## src/rtl/mem8x8_pkg.sv

```systemverilog
// Shared definitions for the 8x8 latch-array access controller: state
// encodings, default geometry and the strobe counter load helper.
package mem8x8_pkg;

  typedef logic [1:0] state_t;

  localparam int DEF_ADDR_W     = 3;
  localparam int DEF_DATA_W     = 8;
  localparam int DEF_STROBE_CYC = 1;

  localparam state_t ST_IDLE   = 2'd0;
  localparam state_t ST_SETUP  = 2'd1;
  localparam state_t ST_STROBE = 2'd2;
  localparam state_t ST_HOLD   = 2'd3;

  // The counter holds the number of strobe cycles still to follow the current one.
  function automatic logic [3:0] strobe_load(input int cyc);
    return 4'(cyc - 1);
  endfunction

endpackage

```

## src/rtl/mem8x8_row_dec.sv

```systemverilog
// ADDR_W-to-ROWS one-hot row decoder with enable; all zeros when disabled.
module mem8x8_row_dec #(
  parameter int ADDR_W = 3
) (
  input  logic                     en,
  input  logic [ADDR_W-1:0]        addr,
  output logic [(1<<ADDR_W)-1:0]   row
);

  always_comb begin
    row = '0;
    if (en) row[addr] = 1'b1;
  end

endmodule

```

## src/rtl/mem8x8_ctrl.sv

```systemverilog
// Access controller for the 8x8 latch array: sequences SETUP/STROBE/HOLD so
// the bitcell enables never overlap or glitch; every output is a flop.
module mem8x8_ctrl
  import mem8x8_pkg::*;
#(
  parameter int ADDR_W     = DEF_ADDR_W,
  parameter int DATA_W     = DEF_DATA_W,
  parameter int STROBE_CYC = DEF_STROBE_CYC
) (
  input  logic                     clk,
  input  logic                     rst_n,
  input  logic                     req,
  input  logic                     wr,
  input  logic [ADDR_W-1:0]        addr,
  input  logic [DATA_W-1:0]        wdata,
  output logic                     ready,
  output logic                     rvalid,
  output logic [DATA_W-1:0]        rdata,
  output logic [(1<<ADDR_W)-1:0]   we,
  output logic [(1<<ADDR_W)-1:0]   wen,
  output logic [(1<<ADDR_W)-1:0]   re,
  output logic [(1<<ADDR_W)-1:0]   ren,
  output logic [DATA_W-1:0]        bl_in,
  input  logic [DATA_W-1:0]        bl_out
);

  localparam int ROWS = 1 << ADDR_W;

  state_t              state_q, state_d;
  logic [3:0]          cnt_q, cnt_d;
  logic                wr_q, wr_d;
  logic [ADDR_W-1:0]   addr_q, addr_d;
  logic [DATA_W-1:0]   bl_in_q, bl_in_d;
  logic [DATA_W-1:0]   rdata_q, rdata_d;
  logic                rvalid_q, rvalid_d;
  logic                ready_q, ready_d;
  logic [ROWS-1:0]     we_q, we_d;
  logic [ROWS-1:0]     re_q, re_d;
  logic                strobe_en;

  always_comb begin
    state_d   = state_q;
    cnt_d     = cnt_q;
    wr_d      = wr_q;
    addr_d    = addr_q;
    bl_in_d   = bl_in_q;
    rdata_d   = rdata_q;
    rvalid_d  = 1'b0;
    ready_d   = ready_q;
    strobe_en = 1'b0;
    case (state_q)
      ST_IDLE: begin
        if (req && ready_q) begin
          state_d = ST_SETUP;
          ready_d = 1'b0;
          wr_d    = wr;
          addr_d  = addr;
          if (wr) bl_in_d = wdata;
        end
      end
      ST_SETUP: begin
        state_d   = ST_STROBE;
        cnt_d     = strobe_load(STROBE_CYC);
        strobe_en = 1'b1;
      end
      ST_STROBE: begin
        if (cnt_q == 4'd0) begin
          // Last strobe edge: the selected row is still driving bl_out.
          state_d = ST_HOLD;
          if (!wr_q) begin
            rdata_d  = bl_out;
            rvalid_d = 1'b1;
          end
        end else begin
          cnt_d     = cnt_q - 4'd1;
          strobe_en = 1'b1;
        end
      end
      ST_HOLD: begin
        state_d = ST_IDLE;
        ready_d = 1'b1;
      end
      default: begin
        state_d = ST_IDLE;
        ready_d = 1'b1;
      end
    endcase
  end

  mem8x8_row_dec #(.ADDR_W(ADDR_W)) u_we_dec (
    .en   (strobe_en && wr_q),
    .addr (addr_q),
    .row  (we_d)
  );

  mem8x8_row_dec #(.ADDR_W(ADDR_W)) u_re_dec (
    .en   (strobe_en && !wr_q),
    .addr (addr_q),
    .row  (re_d)
  );

  always_ff @(posedge clk or negedge rst_n) begin
    if (!rst_n) begin
      state_q  <= ST_IDLE;
      cnt_q    <= 4'd0;
      wr_q     <= 1'b0;
      addr_q   <= '0;
      bl_in_q  <= '0;
      rdata_q  <= '0;
      rvalid_q <= 1'b0;
      ready_q  <= 1'b1;
      we_q     <= '0;
      re_q     <= '0;
    end else begin
      state_q  <= state_d;
      cnt_q    <= cnt_d;
      wr_q     <= wr_d;
      addr_q   <= addr_d;
      bl_in_q  <= bl_in_d;
      rdata_q  <= rdata_d;
      rvalid_q <= rvalid_d;
      ready_q  <= ready_d;
      we_q     <= we_d;
      re_q     <= re_d;
    end
  end

  // Complements are inverted copies of the same flops, so a pair can never skew.
  assign we     = we_q;
  assign wen    = ~we_q;
  assign re     = re_q;
  assign ren    = ~re_q;
  assign ready  = ready_q;
  assign rvalid = rvalid_q;
  assign rdata  = rdata_q;
  assign bl_in  = bl_in_q;

endmodule

```

## config.mk

```make
export PLATFORM = sky130hd
export DESIGN_NAME = mem8x8_ctrl
export DESIGN_NICKNAME = d
export VERILOG_FILES = /design/src/rtl/mem8x8_pkg.sv /design/src/rtl/mem8x8_row_dec.sv /design/src/rtl/mem8x8_ctrl.sv
export SDC_FILE = /design/constraint.sdc
export NUM_CORES = 1
export LEC_CHECK = 0
export ABC_AREA = 1
export CORE_ASPECT_RATIO = 1.4
export CORE_UTILIZATION = 30
export CTS_CLUSTER_SIZE = 25
export DETAILED_ROUTE_END_ITERATION = 16
export PLACE_DENSITY = 0.56
export REMOVE_ABC_BUFFERS = 1
export SLEW_MARGIN = 10
export SYNTH_ARGS = -nofsm -noshare
export SYNTH_HDL_FRONTEND = slang
export SYNTH_SLANG_ARGS = --single-unit
```

## constraint.sdc

```tcl
create_clock -name clk -period 1.8 [get_ports clk]
set_input_delay 0.45 -clock clk [delete_from_list [all_inputs] [get_ports clk]]
set_output_delay 0.45 -clock clk [all_outputs]
set_load 0.02 [all_outputs]
```

==> results.cfg <==
[drt]
viasPerCell = 4.370
antenna_left = 0
drt-total-wl_mm = 4.232
firstDrtPassIters = 4
drt_iter0_markers = 37
vias = 1525
routedWlPerCell_um = 12.13
drcViolationCount = 0

[clocking]
path_clk_slew_ns = 0.08
cts_hold_buffers = 0
htree_levels = 2
clockRootBuffer = clkbuf_8
tritoncts = built
clk_path_buf_depth = 2
post_cts_resize_count = 7
postCtsSetupBuffers = 0
cts.sinks = 44
cts-buffers-inserted = 5
clk_latency_ns = 0.29

[setup_path]
cp_max_fo = 2
r2r_end = re[7]
cp-end-kind = output port
r2r_start = state_q[0]
reg2reg_slack_ns = 0.27
critPathKind = register to output port
critPathSlowestCell = clkdlybuf4s50_1
critPathLaunch = we[2]
critPathMaxStageDelay_ns = 0.59
reg2reg_depth = 6
cp-start-kind = register
worstPathArrival_ns = 1.32
path_cells = inv_1 -> clkdlybuf4s50_1
crit_required_ns = 1.35
crit_end = wen[2]

[global_routing]
grt_usage_pct = 14.17
grt_pass1_wl_mm = 6.817
grt_remaining_overflow = 0
grt_start_max_net_pins = 45
antenna_found_initial = 0
grt_pass1_vias = 1457

[die]
die_h_um = 95.37
rows = 33
boundaryPins = 73
dieArea_mm2 = 0.006551
start_util_pct = 31.42
die_x_um = 68.69
core_mm2 = 0.005946

[sta]
setup_tns_ns = 0
setup_viol = 0
period_minus_slack_ns = 1.768
max_freq_ghz = 0.5657
slew_viol_final = 0
fin_crit_sh_pct = 98.20
hold_viol = 0
tightest_slew_ns = 0.3754
relSlewSlack_pct = 74.71
grt_setup_unrepaired = false
fin_skew_ns = 0.006329

[power_and_ir_drop]
powerDensity_mw_per_mm2 = 1551
ir_drop_mv = 0.5429
leakage_uw = 0.001275

[logic_synthesis]
avgSynthCellArea_um2 = 9.387
synth_seq_area_share_pct = 59.01
synth_area_mm2 = 0.001868
synth_top_area_share_pct = 57.60
ys_top_cells_by_area = dfrtp_1 58%, nand2_1 11%, nand3_1 5.6%
synth_seq_cells = 44
synth_cell_type_count = 24
synth_cells = 199
yosys.area.top_type = dfrtp_1
ys_warn_count = 0

[cells_and_area]
final_cell_mix = 56 x nand2_1, 55 x clkdlybuf4s50_1, 43 x dfrtp_1
diodes = 0
syn_to_final_growth_pct = 50.90
drive_above_1_share_pct = 8.961
final_cells = 349
nets = 307
layout_commonest_cell = nand2_1

[outcome]
status = completed

[hold_path]
hp-class = input port to async pin

[place]
io_buffers = 72
dp.cells = 341
gp_congestion = 0.7518
dpl.hpwl_mm = 3.227

[job]
maxCapViolations = 0
[power by group]
part	internal [µW]	leakage (µW)	total, µW	switching, µW
clock	454	0.0000614	787	333
combinational	834	0.000642	2040	1200
sequential	1330	0.000572	1550	225
[synthesized netlist by cell type]
cell and n:
a21oi_1 1, o21ai_0 7, nand2_1 56, nand2_4 1, nand2_2 3, nor2_1 18
ha_1 6, dfrtp_1 43, nor2_4 1, nor2_2 1, buf_6 1, inv_4 1
clkbuf_1 1, o21bai_1 1, or2_2 1, nand3_1 21, dfstp_2 1, nand3_4 3
inv_2 1, inv_1 27, o22ai_1 1, nor3_1 1, buf_4 1, xor2_1 1
[registers in the layout (all words and copies together) (netlist names)]
| name | cells |
|---|---|
| bl_in | 8 |
| rdata | 8 |
| re | 8 |
| we | 8 |
| cnt_q | 4 |
| addr_q | 3 |
| state_q | 2 |
| ready | 1 |
| rvalid | 1 |
| wr_q | 1 |
[cell type report]
cell class | count | area [µm²]
clock buffer | 6 | 82.58
timing repair buffer | 75 | 764.5
multi-input combinational | 123 | 631.9
clock inverter | 2 | 38.79
fill | 610 | 3127
sequential | 44 | 1102
tap | 70 | 87.58
inverter | 29 | 111.4
[worst min path at each step]
stage | cells after the start | endpoint | slack (ns)
floorplan | 0 | addr_q[0] | 0.15
global placement | 2 | rvalid | 0.45
detailed placement | 2 | rvalid | 0.45
CTS | 2 | rdata[3] | 0.12
global route | 2 | rdata[3] | 0.12
finish | 2 | rvalid | 0.12
[layer usage]
| metal | up-vias | wire (µm) | track usage (%) |
|---|---|---|---|
| met3 | 2 | 114 | 2.632 |
| met5 | - | 0 | 0 |
| met1 | 729 | 1755 | 17.29 |
| li1 | 767 | - | - |
| met4 | 0 | 46 | 5.612 |
| met2 | 27 | 2315 | 24.10 |
[worst max-delay path, delay by kind of cell (launching register included)]
kind / cells / cell delay, ns
flops: 1 / 0.39
buf+inv: 2 / 0.64
[logic make-up (layout without fill, tap and decap cells)]
logic type / count (synthesis) / count (layout) / share of synthesized area, %
buf+inv: 32 / 112 / 7.167
fa+ha+maj: 6 / 6 / 4.019
simple gates: 106 / 106 / 26.46
flops: 44 / 44 / 59.01
xor+xnor: 1 / 1 / 0.4689
compound gates: 10 / 10 / 2.880
[through the flow]
stage	hold slack, ns	utilization (%)	area, µm²	total power (µW)	setup WS, ns
after floorplan	0.1544	-	1846	2810	0.4678
after global placement	0.4486	45.14	2684	3630	0.1834
after detailed placement	0.4461	45.14	2684	3663	0.1586
after CTS	0.1240	47.03	2796	4450	0.0002123
after global routing	0.1241	47.41	2819	4729	0.0007190
final	0.1178	47.41	2819	4373	0.03235
Power figures use the tool's default switching activity.
==> variant: new RTL, config.mk and constraints unchanged <==
Set the package constant `DEF_DATA_W` to 12 (it was 8).
--- a/src/rtl/mem8x8_pkg.sv
+++ b/src/rtl/mem8x8_pkg.sv
@@ -6,5 +6,5 @@
 
   localparam int DEF_ADDR_W     = 3;
-  localparam int DEF_DATA_W     = 8;
+  localparam int DEF_DATA_W     = 12;
   localparam int DEF_STROBE_CYC = 1;
 
Ports: changed (resized bl_in, bl_out, rdata and wdata); port bits go from 73 to 89. The function was not compared with the original's and may differ.
==> variant against the unedited design <==
Register-to-register slack hardly changed; total power grew 17%; core utilization is essentially flat; design area up 18%; routed wire length up 13%; worst setup slack better by 14 ps; synthesized area up 17%; sequential cell count grew 8; largest power group unchanged.
==> variant: results (changes against the unedited design) <==
[run_status]
status=finished, final reports clean

[placement]
place_inst=416  ; +22%
gp_congestion=0.724  ; -3.8%
io_buffers=88  ; +22%
placed_area_um2=3190  ; +19%
hpwl_um=3590  ; +11%

[detailed_routing]
wl_per_cell_um=11.3  ; -7.1%
drt-total-wl_um=4770  ; +13%
drt_iter0_drc=77  ; +110%
dr.pass1.iters=4  ; unchanged
num_vias=1821  ; +19%

[worst_setup_path]
reg2reg_slack_ps=270  ; about the same
reg2reg_depth=7  ; +1
critPathTopFamily=buffers and inverters
cp_max_fo=2  ; unchanged
slowest_delay_ps=610  ; +20 ps
startpoint=bl_in[9]
cp-endpoint=bl_in[9]
crit_slowest_cell=clkdlybuf4s50_1
rr_startpoint=state_q[0]
arrival_ps=1300  ; -20 ps
timing.rr.end=bl_in[1]

[power]
leakagePower_uw=0.00157  ; +23%
switchingPower_uw=2060  ; +17%
ir_drop_v=0.000811  ; +49%

[cts]
cts_made_buffers=5  ; unchanged
cts-root-buf=clkbuf_8
htreeDepth=2  ; unchanged
cts.path.max_buffers=2  ; unchanged
clk_latency_ps=310  ; +20 ps
clk_pin_slew_ps=100  ; +20 ps

[grt]
grt_pass1_vias=1715  ; +18%
antenna_found_initial=0  ; unchanged
track_usage=0.134  ; -0.00760
grt_start_max_net_pins=34  ; -24%
grt_first_pass_wirelength_um=7780  ; +14%

[synthesis]
synth-seq-area-share=0.594  ; +0.00341
synthDistinctLibCells=24  ; unchanged
yosys-top-cells-count=nand2_1 (77), dfrtp_1 (51), inv_1 (26), nand3_1 (25), nor2_1 (18)
synth.area.top_cells=dfrtp_1 (58%), nand2_1 (13%), nand3_1 (5.7%)
syn_area_per_cell_um2=9.38  ; about the same
synth-async-reset-ratio=1.00  ; unchanged
yosys_warnings=0  ; unchanged

[final_layout]
fillerInstances=703  ; +15%
antenna_cells=0  ; unchanged
fin_nets=365  ; +19%
drive_gt1_frac=0.0851  ; -0.00450

[timing]
fin_skew_ps=11.9  ; +5.53 ps
tightest_slew_ps=426  ; +50.3 ps
final_max_slew_viol_count=0  ; unchanged

[hold_path]
hold_class=input port to async pin

==> variant: worst min-delay path by stage <==
stage | start | end | depth (start not counted)
after floorplan | rst_n | addr_q[0] | 0
after global placement | rst_n | rdata[1] | 2
final | rst_n | rdata[1] | 2
after CTS | rst_n | rdata[1] | 2
after global routing | rst_n | rdata[10] | 2
after detailed placement | rst_n | rdata[1] | 2
==> variant: per-stage QoR <==
stage,setup WS (ps),hold slack (ps)
detailed placement,81.7,439
finish,46.6,89.0
floorplan,98.2,154
global route,5.16,93.3
global placement,136,442
CTS,0.0905,92.7
==> variant: kinds of logic (layout without fill, tap and decap cells) <==
| logic type | Yosys count | count (layout) | share of synthesized area |
|---|---|---|---|
| buffers and inverters | 35 | 130 | 0.0730 |
| adders and majority gates | 6 | 6 | 0.0342 |
| DFF | 52 | 52 | 0.594 |
| AOI/OAI and AO/OA | 11 | 11 | 0.0279 |
| and+or+nand+nor | 130 | 130 | 0.271 |
==> variant: timing repair <==
action | 4_1_cts | 5_1_grt
endpoints found under the setup margin | 8 | 14
resized for setup | 8 | 14
buffers inserted | 0 | 0
==> variant: metal layers <==
metal,part of all wire,vias up,global-route usage
met3,0.043,7,0.0262
met2,0.52,58,0.245
met1,0.41,849,0.146
li1,-,907,-
met4,0.021,0,0.0653
met5,0,-,0
==> variant: power by group through the flow <==
stage	Sequential, uW	Clock [uW]	Combinational, uW
2_1_floorplan	2230	0	1080
3_3_place_gp	1890	0	2470
3_5_place_dp	1870	0	2510
4_1_cts	1870	846	2500
5_1_grt	1910	892	2700
6_report	1860	816	2440
==> variant: cell type report <==
class	instances	area, um2	share of cell area
clock buffers	5	68.8	0.0207
multi-input cells	147	732	0.220
repair buffers	94	958	0.288
well taps	95	119	0.0357
inverters	28	105	0.0315
flip-flops and latches	52	1300	0.391
clock inverters	3	46.3	0.0139
